<file path="src/rtl/aig_tt_evaluator.sv">
// Streaming AIG-to-truth-table evaluator for 4-input functions.
// Accepts one AND-node record per handshake, then an output-literal record (in_last=1),
// and returns the 16-bit truth table of that literal with node count and error flag.
// Optional macro AIG_LEVEL_EN adds a per-node logic-level table and the out_level port.
module aig_tt_evaluator #(
  parameter int unsigned MAX_NODES = 16,
  parameter int unsigned IDX_W     = 5
) (
  input  logic             clk,
  input  logic             rst_n,
  input  logic             in_valid,
  output logic             in_ready,
  input  logic [IDX_W:0]   in_lit0,
  input  logic [IDX_W:0]   in_lit1,
  input  logic             in_last,
  output logic             out_valid,
  input  logic             out_ready,
  output logic [15:0]      out_tt,
  output logic [IDX_W-1:0] out_nodes,
  output logic             out_err
`ifdef AIG_LEVEL_EN
  ,
  output logic [IDX_W-1:0] out_level
`endif
);

  typedef enum logic [0:0] {StAccept, StEmit} state_e;

  // Truth tables of const0, x0, x1, x2, x3 (bit k = f at input vector k)
  localparam logic [15:0] BaseTt [5] = '{16'h0000, 16'hAAAA, 16'hCCCC, 16'hF0F0, 16'hFF00};

  state_e           state_q, state_d;
  logic [15:0]      node_q [MAX_NODES];
  logic [IDX_W-1:0] cnt_q, cnt_d;
  logic             err_q, err_d;
  logic [15:0]      out_tt_q, out_tt_d;
  logic [IDX_W-1:0] out_nodes_q, out_nodes_d;
  logic             out_err_q, out_err_d;

  logic [IDX_W:0]   lit     [2];
  logic [IDX_W-1:0] lit_idx [2];
  logic [15:0]      lit_tt  [2];
  logic             lit_ok  [2];
  logic [IDX_W:0]   idx_limit;
  logic             rec_ok;
  logic             node_we;
  logic             res_ok;

`ifdef AIG_LEVEL_EN
  logic [IDX_W-1:0] level_q [MAX_NODES];
  logic [IDX_W-1:0] lit_lvl [2];
  logic [IDX_W-1:0] new_lvl;
  logic [IDX_W-1:0] out_level_q, out_level_d;
`endif

  assign lit[0] = in_lit0;
  assign lit[1] = in_lit1;

  // Resolve both fanin literals against the base tables and the stored nodes
  always_comb begin
    // Only indices below 5+cnt are defined; self and forward references fail here
    idx_limit = (IDX_W+1)'(cnt_q) + (IDX_W+1)'(5);
    for (int l = 0; l < 2; l++) begin
      lit_idx[l] = lit[l][IDX_W:1];
      lit_ok[l]  = {1'b0, lit_idx[l]} < idx_limit;
      lit_tt[l]  = 16'h0000;
`ifdef AIG_LEVEL_EN
      lit_lvl[l] = '0;
`endif
      for (int i = 0; i < 5; i++) begin
        if (lit_idx[l] == IDX_W'(i)) lit_tt[l] = BaseTt[i];
      end
      for (int i = 0; i < int'(MAX_NODES); i++) begin
        if (lit_idx[l] == IDX_W'(i + 5)) begin
          lit_tt[l] = node_q[i];
`ifdef AIG_LEVEL_EN
          lit_lvl[l] = level_q[i];
`endif
        end
      end
      if (lit[l][0]) lit_tt[l] = ~lit_tt[l];
    end
  end

  assign rec_ok  = lit_ok[0] && lit_ok[1] && (cnt_q != IDX_W'(MAX_NODES));
  assign node_we = (state_q == StAccept) && in_valid && !in_last && rec_ok;
  assign res_ok  = lit_ok[0] && !err_q;

`ifdef AIG_LEVEL_EN
  assign new_lvl = ((lit_lvl[0] > lit_lvl[1]) ? lit_lvl[0] : lit_lvl[1]) + IDX_W'(1);
`endif

  // Next-state, counter, sticky error and result capture
  always_comb begin
    state_d     = state_q;
    cnt_d       = cnt_q;
    err_d       = err_q;
    out_tt_d    = out_tt_q;
    out_nodes_d = out_nodes_q;
    out_err_d   = out_err_q;
`ifdef AIG_LEVEL_EN
    out_level_d = out_level_q;
`endif
    unique case (state_q)
      StAccept: begin
        if (in_valid) begin
          if (in_last) begin
            out_tt_d    = res_ok ? lit_tt[0] : 16'h0000;
            out_err_d   = !res_ok;
            out_nodes_d = cnt_q;
`ifdef AIG_LEVEL_EN
            out_level_d = res_ok ? lit_lvl[0] : '0;
`endif
            state_d     = StEmit;
          end else if (rec_ok) begin
            cnt_d = cnt_q + IDX_W'(1);
          end else begin
            err_d = 1'b1;
          end
        end
      end
      StEmit: begin
        if (out_ready) begin
          cnt_d   = '0;
          err_d   = 1'b0;
          state_d = StAccept;
        end
      end
      default: state_d = StAccept;
    endcase
  end

  // Control and result registers
  always_ff @(posedge clk or negedge rst_n) begin
    if (!rst_n) begin
      state_q     <= StAccept;
      cnt_q       <= '0;
      err_q       <= 1'b0;
      out_tt_q    <= 16'h0000;
      out_nodes_q <= '0;
      out_err_q   <= 1'b0;
`ifdef AIG_LEVEL_EN
      out_level_q <= '0;
`endif
    end else begin
      state_q     <= state_d;
      cnt_q       <= cnt_d;
      err_q       <= err_d;
      out_tt_q    <= out_tt_d;
      out_nodes_q <= out_nodes_d;
      out_err_q   <= out_err_d;
`ifdef AIG_LEVEL_EN
      out_level_q <= out_level_d;
`endif
    end
  end

  // Node table is pure datapath; stale entries are never read because of the cnt bound
  always_ff @(posedge clk) begin
    if (node_we) begin
      for (int i = 0; i < int'(MAX_NODES); i++) begin
        if (cnt_q == IDX_W'(i)) begin
          node_q[i] <= lit_tt[0] & lit_tt[1];
`ifdef AIG_LEVEL_EN
          level_q[i] <= new_lvl;
`endif
        end
      end
    end
  end

  assign in_ready  = (state_q == StAccept);
  assign out_valid = (state_q == StEmit);
  assign out_tt    = out_tt_q;
  assign out_nodes = out_nodes_q;
  assign out_err   = out_err_q;
`ifdef AIG_LEVEL_EN
  assign out_level = out_level_q;
`endif

endmodule

</file>
<file path="config.mk">
export PLATFORM = sky130hd
export DESIGN_NAME = aig_tt_evaluator
export DESIGN_NICKNAME = d
export VERILOG_FILES = /design/src/rtl/aig_tt_evaluator.sv
export SDC_FILE = /design/constraint.sdc
export NUM_CORES = 1
export LEC_CHECK = 0
export CELL_PAD_IN_SITES_DETAIL_PLACEMENT = 1
export CELL_PAD_IN_SITES_GLOBAL_PLACEMENT = 1
export CORE_MARGIN = 3
export CORE_UTILIZATION = 48
export CTS_CLUSTER_SIZE = 8
export DETAILED_ROUTE_END_ITERATION = 8
export PLACE_DENSITY = 0.76
export SLEW_MARGIN = 20
export SYNTH_ARGS = -nofsm -noshare
export SYNTH_HDL_FRONTEND = slang
export SYNTH_SLANG_ARGS = --single-unit
</file>
<file path="constraint.sdc">
create_clock -name clk -period 5.4 [get_ports clk]
set_input_delay 1.08 -clock clk [delete_from_list [all_inputs] [get_ports clk]]
set_output_delay 1.08 -clock clk [all_outputs]
set_load 0.01 [all_outputs]
</file>
==> results.md <==
Synth:
- The share of the synthesized area in the top cell type is 48.9%.
- After synthesis the netlist holds a flip-flop and latch count of 285.
- In this run, synthesis inferred 256 flip-flops with an integrated enable.
- For this run, the leading register cell type out of synthesis is edfxtp_1.
- The synthesized area per cell is 11.1 sq um.
- Synthesis instantiated 92 different standard cells from the library.
- The number of nets in the synthesized netlist is 1450.
- Of the synthesized area, sequential elements account for a little over half.
- For this run, the number of Yosys warnings is 0.
- After synthesis, the cell types taking the most area are edfxtp_1 49%, dfrtp_1 4.6%, o21ai_0 3.3%, mux2i_1 2.7%, a21oi_1 2.6%.
- The fraction of registers with async set or reset after synthesis is 10.2%.
- The biggest area consumer among synthesized cells is edfxtp_1.
- The gate count of the mapped netlist is between 1k and 1.5k.
- The post-synthesis cell area is around 16000 sq um.

Worst hold path:
- The worst hold path passes through 2 cells.
- The startpoint identified for the worst hold timing path is out_tt[0]$_DFFE_PN0P_.
- The path class of the tightest hold or removal check is flip-flop to flip-flop.
- For hold timing, the worst endpoint is out_tt[0]$_DFFE_PN0P_.

Finish:
- The area growth from synthesis to layout is 17.2%.
- The count of filler cells inserted in the layout is 3360.
- The post-route netlist has between 10% and 20% of its cells at a drive strength greater than 1.
- The most common cell after layout, fill and taps aside is edfxtp_1.
- The finished cells cover 18400 sq um.
- The top cell types in the final layout, fill and taps aside, are 256 x edfxtp_1, 146 x buf_4, 104 x o21ai_0.
- At the end of the flow the core is filled with cells to 57.7%.
- The final layout net count is 1564.

Die:
- The die height is roughly 190 um.
- Measured along the x axis, the die boundary spans roughly 190 um.
- For this configuration, the core starts out at a cell density of 49.3%.
- The area of the core is 31900 sq um.
- The die covers approximately 35000 sq um.
- The number of placement rows is 65.
- The I/O pin count is 41.

Global routing:
- The pin count of the biggest net entering global routing is 42.
- The via count of the first global-routing pass is approximately 15k.
- The initial antenna violation count is 3.
- The total global routing track utilization is 41.8%.
- The global-route wire length before repair is 106000 um.
- The total overflow left after global routing is 0.

CTS:
- The clock passes through at most 3 buffers.
- Gates resized during post-CTS repair numbered 0.
- In this run, post-CTS hold repair placed 0 buffers.
- Clock-pin slew was measured on the worst setup and hold paths at 0.05 ns.
- TritonCTS built the clock tree.
- The cell at the root of the clock tree is clkbuf_16.
- The setup fix buffers added after clock tree synthesis is 0.
- At the later pin of the worst-skew pair, clock insertion delay measures 0.56 ns.
- The number of H-tree branching levels is 2.
- Buffers inserted during clock tree synthesis total about 40.
- The number of sinks handled by clock tree synthesis is 285.

Drt:
- The wire length reported by the detailed router is 74500 um.
- The number of design-rule violations left by the first detailed-router iteration is 2800.
- The total number of vias is 15.0k.
- In the routed layout, each cell is associated on average with a via count of between 7 and 8.
- The number of nets still failing antenna checks after routing is 0.
- Before antenna repair, the detailed router went through 9 iterations.
- The post-detailed-route wirelength per cell is around 37 um.
- After detailed routing, the number of remaining DRC violations is 2.

Worst setup path:
- Traced cell by cell, the critical path runs through clkdlybuf4s50_1, buf_4, or3b_1, a2111oi_0, a211o_1, a31oi_1, o21ai_1, xor2_1, nor2_1.
- Data on the critical path is required at its endpoint by 5.60 ns.
- The slowest stage of the critical path is the clkdlybuf4s50_1 cell.
- The sort of element at the start of the critical path is an input port.
- The worst flop-to-flop path startpoint is cnt_q[3]$_DFFE_PN0P_.
- The critical path in this run is classified as input port to flip-flop.
- STA classifies the critical path endpoint as a flip-flop.
- The launching element of the worst setup path is in_lit1[3].
- For this run, the slowest stage of the critical path takes 0.81 ns.
- Counting cells, the worst reg-to-reg path comes to 12.
- The number of buffers and inverters on the critical path is 2.
- The largest fanout on the critical path is 16.
- The worst register-to-register path ends at node_q[1][43]$_DFFE_PP_.
- The family of cells with the greatest summed delay on the critical path is compound AO/OA/AOI/OAI gates.
- In this run the register-to-register setup slack is 1.33 ns.
- STA puts the critical path data arrival time at 4.75 ns.

Placement:
- During placement, the flow inserted port buffers numbering 40.
- OpenSTA, run right after detailed placement, puts the worst setup slack at about 0.27 ns.
- The HPWL after detailed placement is 50400 um.
- The total cell area at the placement stage is roughly 17000 sq um.
- The routability congestion estimate is ~1.1.

Timing:
- The period utilization is 84.3%.
- The minimum period implied by the final worst setup slack is 4.55 ns.
- Setup violations remaining at the end of the flow were counted as 0.
- The final worst slack is 0.849 ns.
- The worst clock skew is 0.0267 ns.
- Measured against its own limit, the worst slew margin works out to between 20% and 30%.
- The max-slew violation count is 0.
- Setup repair after global routing left no endpoint under its margin.
- In the final timing run, aggregate negative setup slack is 0 ns.
- The number of hold-slack violations in the final timing report was 0.
- The highest attainable clock frequency is 220 MHz.
- At the pin with the least slew margin, the transition time is 1.07 ns.

Run status:
- The flow ran to the end, but the final reports show violations.
- The final reports fail on DRC.

Power and ir drop:
- The worst-case IR drop observed on VDD is 0.281 mV.
- The cell area power density is 324 nW/um^2.
- The leakage dissipation is 6.38 nW.

Job:
- The max-capacitance violation count is 0.
-- area by class of cell --
type	instances	area, sq um	area share [%]
clock inverter	4	70.1	0.381
antenna	3	7.51	0.0408
multi-input combinational	995	6680	36.3
sequential	285	8410	45.7
timing repair buffer	186	1500	8.16
inverter	25	93.8	0.510
tap	435	544	2.96
clock buffer	59	1090	5.94
-- worst min-delay path: stages, from the launching register on --
cell and delay [ns]:
dfrtp_1 0.34, nand2_1 0.05, o21ai_1 0.06
-- cells by family after synthesis --
| logic type | Yosys count | share of synthesized area [%] |
|---|---|---|
| buffers and inverters | 140 | 4.38 |
| AO/OA/AOI/OAI | 472 | 20.3 |
| AND/OR/NAND/NOR | 412 | 14.1 |
| adder cells (fa/ha/maj) | 13 | 1.04 |
| flip-flops | 285 | 53.6 |
| multiplexers | 71 | 5.11 |
| XOR/XNOR | 27 | 1.51 |
-- state kept, by name, indices dropped and copies added (netlist names) --
signal     cells
cnt_q          5
out_nodes      5
out_valid      1
err_q          1
out_err        1
node_q       256
out_tt        16
-- worst max path at each step --
stage	slack, ns	depth (start not counted)	to
after CTS	0.81	8	node_q[1][25]$_DFFE_PP_
after detailed placement	0.27	8	node_q[0][73]$_DFFE_PP_
after global routing	0.78	9	node_q[0][12]$_DFFE_PP_
after floorplan	0.72	7	node_q[0][64]$_DFFE_PP_
final	0.85	9	node_q[0][12]$_DFFE_PP_
after global placement	0.54	9	node_q[0][12]$_DFFE_PP_
-- synth_stat cells (13+ instances only) --
cell type / n
mux2_2: 24
inv_1: 24
a21oi_1: 81
nor2_1: 101
nor2b_1: 24
xnor2_1: 16
nand3_1: 33
nor4_1: 14
nand2b_1: 23
ha_1: 13
a211oi_1: 20
a31oi_1: 20
edfxtp_1: 256
dfrtp_1: 29
a22oi_1: 29
buf_4: 17
nand2_1: 85
nor3_1: 35
o21ai_0: 104
mux2i_1: 42
a32oi_1: 15
buf_2: 49
o22ai_1: 34
clkbuf_1: 40
o211ai_1: 15
-- routing by layer --
layer  part of all wire [%]  vias up  track usage (%)  wire length, um
li1                       -     5783                -                -
met1                     34     7259             51.9            25600
met2                     42     1464             60.8            30900
met3                     14      495             13.9            10800
met4                    9.8        0             31.1             7290
met5                      0        -                0                0
-- through the flow --
step / total power [W] / cells / hold WS [ns]
2_1_floorplan: 0.00310 / 1420 / 0.516
3_3_place_gp: 0.00352 / 1926 / 0.463
3_5_place_dp: 0.00355 / 1926 / 0.475
4_1_cts: 0.00592 / 1989 / 0.487
5_1_grt: 0.00610 / 1989 / 0.525
6_report: 0.00596 / 1992 / 0.484
-- report_power, final --
part / internal [W] / total (W) / switching, W
registers: 0.00252 / 0.00256 / 0.0000419
clock network: 0.00140 / 0.00240 / 0.00100
logic: 0.000333 / 0.000994 / 0.000661
No activity file was read; power rests on OpenSTA's default activity.
